<file path="src/rtl/mem_stream_loader_pkg.sv">
// mem_stream_loader_pkg: FSM state encoding and transfer mode constants for the stream loader
package mem_stream_loader_pkg;
  typedef enum logic [1:0] {IDLE, LOAD, DUMP, DONE} state_t;
  localparam logic MODE_LOAD = 1'b0;
  localparam logic MODE_DUMP = 1'b1;
endpackage

</file>
<file path="src/rtl/mem_stream_loader_if.sv">
// mem_stream_loader_if: control, stream and memory-port bundle between the loader and its environment
interface mem_stream_loader_if #(parameter int AW = 32, parameter int DW = 32, parameter int LENW = 16);
  logic            start;
  logic            mode;
  logic [AW-1:0]   base_addr;
  logic [LENW-1:0] length;
  logic            s_valid;
  logic [DW-1:0]   s_data;
  logic            s_ready;
  logic            m_valid;
  logic [DW-1:0]   m_data;
  logic            m_ready;
  logic [AW-1:0]   mem_r_addr;
  logic [DW-1:0]   mem_dout;
  logic [AW-1:0]   mem_w_addr;
  logic            mem_w_en;
  logic [DW-1:0]   mem_din;
  logic            busy;
  logic            done;
  logic [DW-1:0]   checksum;
  modport master (
    input  start, mode, base_addr, length, s_valid, s_data, m_ready, mem_dout,
    output s_ready, m_valid, m_data, mem_r_addr, mem_w_addr, mem_w_en, mem_din, busy, done, checksum
  );
  modport slave (
    output start, mode, base_addr, length, s_valid, s_data, m_ready, mem_dout,
    input  s_ready, m_valid, m_data, mem_r_addr, mem_w_addr, mem_w_en, mem_din, busy, done, checksum
  );
endinterface

</file>
<file path="src/rtl/mem_stream_loader_addr_gen.sv">
// mem_addr_gen: latches base/length, counts the word index and decodes address, last and more
module mem_addr_gen #(parameter int AW = 32, parameter int LENW = 16) (
  input  logic            clk,
  input  logic            rst,
  input  logic            ld,
  input  logic            inc,
  input  logic [AW-1:0]   base_in,
  input  logic [LENW-1:0] len_in,
  output logic [AW-1:0]   addr,
  output logic            last,
  output logic            more
);
  logic [AW-1:0]   base_q;
  logic [LENW-1:0] len_q;
  logic [LENW-1:0] idx;
  always_ff @(posedge clk)
    if (rst) begin
      base_q <= '0;
      len_q  <= '0;
      idx    <= '0;
    end else begin
      if (ld) begin
        base_q <= base_in;
        len_q  <= len_in;
      end
      idx <= (ld ? '0 : idx) + LENW'(inc);
    end
  // the start cycle already points at base_in so a dump can fetch its first word immediately
  assign addr = ld ? base_in : base_q + AW'(idx);
  assign last = idx == len_q - LENW'(1);
  assign more = idx != len_q;
endmodule

</file>
<file path="src/rtl/mem_stream_loader.sv">
// mem_stream_loader: streams words into (LOAD) or out of (DUMP) a comb-read/sync-write word memory.
// Define MEM_STREAM_LOADER_CHECKSUM_EN to enable the running word-sum output.
module mem_stream_loader
  import mem_stream_loader_pkg::*;
#(
  parameter int AW   = 32,
  parameter int DW   = 32,
  parameter int LENW = 16
) (
  input logic clk,
  input logic rst,
  mem_stream_loader_if.master bus
);
  state_t        state;
  logic [AW-1:0] addr;
  logic          last, more, ld, inc, beat, load, acc, start_dump;
  assign ld         = state == IDLE && bus.start;
  assign start_dump = ld && bus.mode == MODE_DUMP && bus.length != '0;
  assign beat       = state == LOAD && bus.s_valid && bus.s_ready;
  assign load       = state == DUMP && (!bus.m_valid || bus.m_ready) && more;
  assign acc        = bus.m_valid && bus.m_ready;
  assign inc        = beat || load || start_dump;
  assign bus.mem_r_addr = addr;
  mem_addr_gen #(.AW(AW), .LENW(LENW)) u_addr (
    .clk, .rst, .ld, .inc,
    .base_in(bus.base_addr),
    .len_in(bus.length),
    .addr, .last, .more
  );
  always_ff @(posedge clk)
    if (rst) begin
      state          <= IDLE;
      bus.s_ready    <= 1'b0;
      bus.m_valid    <= 1'b0;
      bus.m_data     <= '0;
      bus.mem_w_addr <= '0;
      bus.mem_w_en   <= 1'b0;
      bus.mem_din    <= '0;
      bus.busy       <= 1'b0;
      bus.done       <= 1'b0;
    end else begin
      bus.mem_w_en <= beat;
      bus.done     <= 1'b0;
      if (beat) begin
        bus.mem_w_addr <= addr;
        bus.mem_din    <= bus.s_data;
      end
      if (load || start_dump) begin
        bus.m_data  <= bus.mem_dout;
        bus.m_valid <= 1'b1;
      end else if (acc) bus.m_valid <= 1'b0;
      case (state)
        IDLE: if (bus.start) begin
          bus.busy    <= 1'b1;
          bus.s_ready <= bus.length != '0 && bus.mode == MODE_LOAD;
          state       <= bus.length == '0 ? DONE : bus.mode == MODE_DUMP ? DUMP : LOAD;
        end
        LOAD: if (beat && last) begin
          bus.s_ready <= 1'b0;
          state       <= DONE;
        end
        DUMP: if (acc && !more) state <= DONE;
        DONE: begin
          bus.done <= 1'b1;
          bus.busy <= 1'b0;
          state    <= IDLE;
        end
        default: state <= IDLE;
      endcase
    end
`ifdef MEM_STREAM_LOADER_CHECKSUM_EN
  logic [DW-1:0] sum;
  always_ff @(posedge clk)
    if (rst || ld) sum <= '0;
    else if (beat) sum <= sum + bus.s_data;
    else if (acc) sum <= sum + bus.m_data;
  assign bus.checksum = sum;
`else
  assign bus.checksum = '0;
`endif
endmodule

</file>
<file path="src/flat_wrapper.sv">
// flat-port wrapper written by rule: the top's interface ports become plain ports
module mem_stream_loader_flat import mem_stream_loader_pkg::*;
#(
  parameter int AW   = 32,
  parameter int DW   = 32,
  parameter int LENW = 16
)
  (clk, rst, bus_start, bus_mode, bus_base_addr, bus_length, bus_s_valid, bus_s_data, bus_m_ready, bus_mem_dout, bus_s_ready, bus_m_valid, bus_m_data, bus_mem_r_addr, bus_mem_w_addr, bus_mem_w_en, bus_mem_din, bus_busy, bus_done, bus_checksum);
  mem_stream_loader_if #(.AW(AW), .DW(DW), .LENW(LENW)) bus_i ();
  input logic clk;
  input logic rst;
  input wire logic [$bits(bus_i.start)-1:0] bus_start;
  input wire logic [$bits(bus_i.mode)-1:0] bus_mode;
  input wire logic [$bits(bus_i.base_addr)-1:0] bus_base_addr;
  input wire logic [$bits(bus_i.length)-1:0] bus_length;
  input wire logic [$bits(bus_i.s_valid)-1:0] bus_s_valid;
  input wire logic [$bits(bus_i.s_data)-1:0] bus_s_data;
  input wire logic [$bits(bus_i.m_ready)-1:0] bus_m_ready;
  input wire logic [$bits(bus_i.mem_dout)-1:0] bus_mem_dout;
  output wire logic [$bits(bus_i.s_ready)-1:0] bus_s_ready;
  output wire logic [$bits(bus_i.m_valid)-1:0] bus_m_valid;
  output wire logic [$bits(bus_i.m_data)-1:0] bus_m_data;
  output wire logic [$bits(bus_i.mem_r_addr)-1:0] bus_mem_r_addr;
  output wire logic [$bits(bus_i.mem_w_addr)-1:0] bus_mem_w_addr;
  output wire logic [$bits(bus_i.mem_w_en)-1:0] bus_mem_w_en;
  output wire logic [$bits(bus_i.mem_din)-1:0] bus_mem_din;
  output wire logic [$bits(bus_i.busy)-1:0] bus_busy;
  output wire logic [$bits(bus_i.done)-1:0] bus_done;
  output wire logic [$bits(bus_i.checksum)-1:0] bus_checksum;
  assign bus_i.start = bus_start;
  assign bus_i.mode = bus_mode;
  assign bus_i.base_addr = bus_base_addr;
  assign bus_i.length = bus_length;
  assign bus_i.s_valid = bus_s_valid;
  assign bus_i.s_data = bus_s_data;
  assign bus_i.m_ready = bus_m_ready;
  assign bus_i.mem_dout = bus_mem_dout;
  assign bus_s_ready = bus_i.s_ready;
  assign bus_m_valid = bus_i.m_valid;
  assign bus_m_data = bus_i.m_data;
  assign bus_mem_r_addr = bus_i.mem_r_addr;
  assign bus_mem_w_addr = bus_i.mem_w_addr;
  assign bus_mem_w_en = bus_i.mem_w_en;
  assign bus_mem_din = bus_i.mem_din;
  assign bus_busy = bus_i.busy;
  assign bus_done = bus_i.done;
  assign bus_checksum = bus_i.checksum;
  mem_stream_loader #(.AW(AW), .DW(DW), .LENW(LENW)) u_core (.clk(clk), .rst(rst), .bus(bus_i));
endmodule
</file>
<file path="config.mk">
export PLATFORM = sky130hd
export DESIGN_NAME = mem_stream_loader_flat
export DESIGN_NICKNAME = d
export VERILOG_FILES = /design/src/rtl/mem_stream_loader_pkg.sv /design/src/rtl/mem_stream_loader_if.sv /design/src/rtl/mem_stream_loader_addr_gen.sv /design/src/rtl/mem_stream_loader.sv /design/src/flat_wrapper.sv
export SDC_FILE = /design/constraint.sdc
export NUM_CORES = 1
export LEC_CHECK = 0
export CORE_MARGIN = 2
export CORE_UTILIZATION = 42
export CTS_CLUSTER_DIAMETER = 80
export DETAILED_ROUTE_END_ITERATION = 8
export GPL_ROUTABILITY_DRIVEN = 0
export GPL_TIMING_DRIVEN = 0
export PLACE_DENSITY = 0.88
export SYNTH_ARGS = -nofsm -noshare
export SYNTH_HDL_FRONTEND = slang
export SYNTH_SLANG_ARGS = --single-unit
export TNS_END_PERCENT = 50
</file>
<file path="constraint.sdc">
create_clock -name clk -period 3 [get_ports clk]
set_input_delay 0.75 -clock clk [delete_from_list [all_inputs] [get_ports clk]]
set_output_delay 0.75 -clock clk [all_outputs]
set_load 0.1 [all_outputs]
</file>
======== Yosys cells after proc, flatten, opt, wreduce, memory -nomap -nowiden ========
Index checks and enable logic that the tools add are counted.
storage, ports and cells
  bits in registers ....................... 167
  input port bits ......................... 118
  logic and storage cells ................. 66
operators by class
  add/subtract/negate cells ............... 3
  equality and inequality tests ........... 8
  multiplexer cells ....................... 16
  bitwise operators ....................... 1
  reductions and logical operators ........ 26
operators by type and width
  operator                 count
  $add A32 B16 Y32         1
  $mux W32                 1
  $add A16 B1 Y16          1
  $eq A16 B16 Y1           1
  $logic_not A16 Y1        1
  $mux W16                 1
  $ne A16 B16 Y1           1
  $reduce_bool A16 Y1      1
  $sub A16 B1 Y16 const B  1
  $logic_and A1 B1 Y1      11
  $mux W2                  5
  $pmux W2 S4              1
  $mux W1                  6
  $ne A2 B2 Y1 const B     3
  $reduce_and A3 Y1        2
  $reduce_bool A2 Y1       3
  $eq A2 B2 Y1 const B     2
  $logic_or A1 B1 Y1       4
  $pmux W1 S2              2
  $eq A2 B1 Y1 const B     1
  $logic_not A1 Y1         2
  $logic_not A2 Y1         1
  $reduce_and A2 Y1        1
  $not A1 Y1               1

======== Longest topological paths before layout ========
  word-level depth ........................ 7
  mapped depth ............................ 15
  depth with buffers taken out ............ 12

======== Cells and area by module ========
Synthesis repeated with hierarchy kept, for this count alone.
second synthesis, totals
  cell total of the unflattened synthesis .. 1144
  area, all modules ....................... 9101.2 um^2
by module, submodules not included
  module             instances  cells each  area each (um^2)  seq. area each (um^2)
  mem_stream_loader  1          590         4728.3            2062.0
  mem_addr_gen       1          554         4372.9            1281.2

======== Least setup slack after synthesis ========
Ideal clock, no wire load.
  kind .................................... input to output
  start ................................... in bus_start
  end ..................................... out bus_mem_r_addr[15]
  arrival ................................. 3.926 ns
  data required time ...................... 2.250 ns
  setup slack ............................. -1.676 ns
  stages .................................. 7
  cells stage by stage .................... clkbuf_1 -> and2_1 -> clkbuf_1 -> buf_2 -> buf_1 -> clkbuf_1 -> o21ai_0
on the way
  longest elaborated chain between the ends .. 2
RTL lines
  what                 line                              RTL
  start, declared      flat_wrapper.sv:12                input wire logic [$bits(bus_i.start)-1:0] bus_start;
  $logic_and A1 B1 Y1  mem_stream_loader.sv:17           assign ld = state == IDLE && bus.start;
  $mux W32             mem_stream_loader_addr_gen.sv:29  assign addr = ld ? base_in : base_q + AW'(idx);
  end, declared        flat_wrapper.sv:23                output wire logic [$bits(bus_i.mem_r_addr)-1:0] bus_mem_r_addr;
Every way passes these cells.

======== Worst setup path after layout ========
  start ................................... reg u_core.u_addr.base_q[0]
  end ..................................... out bus_mem_r_addr[24]
on the way
  longest elaborated chain between the ends .. 2
RTL lines
  what                    line                              RTL
  start, declared         mem_stream_loader_addr_gen.sv:13  logic [AW-1:0] base_q;
  start signal, assigned  mem_stream_loader_addr_gen.sv:23  base_q <= base_in;
  $add A32 B16 Y32        mem_stream_loader_addr_gen.sv:29
  $mux W32                mem_stream_loader_addr_gen.sv:29
Every way passes these cells.

==> metrics.yaml <==
status: "finished, violations left"
violations: "negative setup slack"
yosysWarningCount: 0
crit_chain: "ha_4 -> inv_2 -> fa_2 -> nor2b_4 -> o31ai_4 -> a211oi_4 -> o31ai_4 -> a211oi_2 -> mux2i_2 -> nor2_4 -> buf_12"
cts-htree-levels: 4
p_leak_nw: 5.361
startpoint_type: "flop"
core_um2: 20170
first_global_vias: 9716
powerDensity_nw_per_um2: 800.2
finalWorstSetupSlack_ps: -876.7
clock_latency_ps: 450
root_buffer: "clkbuf_16"
numCtsBuffers: 17
p_total_w: 0.01085
final_common_cell: "clkdlybuf4s50_1"
diodes: 0
synth_seq_cells: 167
die_h_um: 147.1
timing.hold.ws_ps: 455.4
die_w_um: 147.1
num-fill-cells: 1370
peakVddDrop_mv: 0.6587
hold_path.class: "reg -> reg"
path_max_fanout: 6
final_cell_mix: "clkdlybuf4s50_1 (216), nand2_1 (190), dfxtp_1 (148)"
grt_use_total_pct: 30.63
instances_no_fill: 1697
syn-instance-count: 1073
ys_seq_area_share_pct: 38.85
grt_max_degree: 17
finalSetupViolCount: 42
ys_types: 77
row_count: 52
io_pins: 283
antenna_found_initial: 1
wl_per_cell_um: 22.11
grt_pass1_wl_mm: 51.80
critPathKind: "reg -> out"
min_period_ps: 3877
cpMaxStageDelayCell: "a211oi_4"
slew_headroom_pct: 29.92
cts_tree: "done"
rsz0062_at_grt: "true"
place_inst: 1622
crit_arrival_ps: 3130
drc: 0
clockBufferDepth: 2
tns_ps: -19240
yosys.area.top_type: "dfxtp_1"
synth.area.top_cells: "dfxtp_1 (39%), nand2_1 (8.5%), a21oi_1 (6.2%)"
drv_cap: 0
final_max_slew_viol_count: 0
area_delta_synth_final_pct: 57.63
cts.sinks: 167
drt_iter0_markers: 1522
drt.antenna.violating_nets: 0
netlist_area_um2: 8605
finalWirelength_mm: 37.52
required_ps: 2250
fin_nets: 1557
hpwl_mm: 22.91
dp_slack_ps: -1759
crit_top_cell: "o31ai_4"
fin_crit_sh_pct: 129.2
end_kind: "output port"
fin_skew_ps: 20.82
portBuffers: 248
synth-edff-count: 0
slowest_delay_ps: 390
synthFlopType: "dfxtp_1"
synth_top_area_share_pct: 38.85
first_pass_iters: 7
start_util_pct: 42.66
dieArea_um2: 21650
vias_per_cell: 6.098
finalHoldViolations: 0
drive_above_1_share_pct: 21.58
max_freq_mhz: 258.0
worst_pin_slew_ps: 1048
vias: 10350
synthArstFlopShare_pct: 0
synth_area_per_cell_um2: 8.019
path_clk_slew_ps: 70
overflow: 0
cells in the mapped netlist, drive strengths merged (7+ instances only):
| library cell | instances |
|---|---|
| a21o | 9 |
| a21oi | 107 |
| and2 | 8 |
| and3 | 11 |
| and4 | 7 |
| buf | 53 |
| clkbuf | 45 |
| dfxtp | 167 |
| ha | 23 |
| inv | 16 |
| mux2i | 44 |
| nand2 | 195 |
| nand2b | 16 |
| nand3 | 24 |
| nand3b | 14 |
| nand4 | 10 |
| nor2 | 114 |
| nor3 | 18 |
| nor4 | 12 |
| o21a | 10 |
| o21ai | 28 |
| o31ai | 7 |
| o41ai | 9 |
| xnor2 | 18 |
| xor2 | 23 |
power breakdown:
group / internal, W / leakage (nW) / switching (W) / total (W)
clock network: 0.00110 / 0.257 / 0.000970 / 0.00207
registers: 0.00247 / 1.37 / 0.000223 / 0.00269
logic: 0.00195 / 3.74 / 0.00414 / 0.00609
cells by family (layout without fill, tap and decap cells):
kind of cell | Yosys count | count (layout) | synth area share, %
xor+xnor | 41 | 41 | 4.173
flops | 167 | 167 | 38.85
buf+inv | 114 | 437 | 6.892
simple gates | 460 | 460 | 24.75
fa+ha+maj | 24 | 24 | 3.577
other cells | 1 | 32 | 0.04358
mux | 44 | 44 | 5.118
compound gates | 222 | 222 | 16.59
sequential cells by signal (all words and copies together), names as in the netlist, 2 cells and up:
signal / count
u_core.bus.m_data: 32
u_core.bus.mem_din: 32
u_core.bus.mem_w_addr: 32
u_core.u_addr.base_q: 32
u_core.u_addr.idx: 16
u_core.u_addr.len_q: 16
u_core.state: 2
metrics by stage:
stage                     utilization (%)  instance area, um2
final                               67.25               13560
after global routing                67.25               13560
after CTS                           65.35               13180
after detailed placement            58.62               11820
after global placement              58.62               11820
after floorplan                         -                9004
worst paths after layout:
path,from,endpoint,slack (ps),cells after the start
min,u_core.bus.mem_din[2]$_SDFFE_PP0P_,u_core.bus.mem_din[2]$_SDFFE_PP0P_,460,2
max,u_core.u_addr.base_q[0]$_SDFFE_PP0P_,bus_mem_r_addr[24],-880,11
max reg2reg,u_core.u_addr.idx[10]$_SDFF_PP0_,u_core.u_addr.idx[6]$_SDFF_PP0_,-370,14
min reg2reg,u_core.bus.mem_din[2]$_SDFFE_PP0P_,u_core.bus.mem_din[2]$_SDFFE_PP0P_,460,2
area by class of cell:
cell class	count	area, um2	area share, %
sequential	167	3382	24.94
timing repair buffer	293	3095	22.82
inverter	16	60.06	0.4428
tap	270	337.8	2.491
clock inverter	10	71.32	0.5258
clock buffer	21	460.4	3.395
buffer	97	605.6	4.465
multi-input combinational	823	5550	40.92
worst max-delay path: cells and delay by family (launching register included):
| family | cells | cell delay [ps] |
|---|---|---|
| buffers and inverters | 2 | 200 |
| DFF | 1 | 360 |
| and+or+nand+nor | 2 | 230 |
| muxes | 1 | 350 |
| AOI/OAI and AO/OA | 4 | 1050 |
| adders and majority gates | 2 | 500 |
timing repair:
| action | in CTS | in global routing |
|---|---|---|
| hold buffers | 0 | 0 |
| setup endpoints to repair | 47 | 47 |
| pin swaps | 30 | 21 |
| resized for setup | 360 | 63 |
| setup buffers | 25 | 19 |
| gates cloned | 1 | 0 |
routing by layer:
layer  track usage (%)  vias to the layer above  wire length, um
li1                  -                     4348                -
met1             33.15                     4707            12660
met2             52.22                      959            17100
met3             9.379                      333             4707
met4             19.33                        2             3042
met5                 0                        -                9
Note: power is estimated with default switching activity, not from simulation.
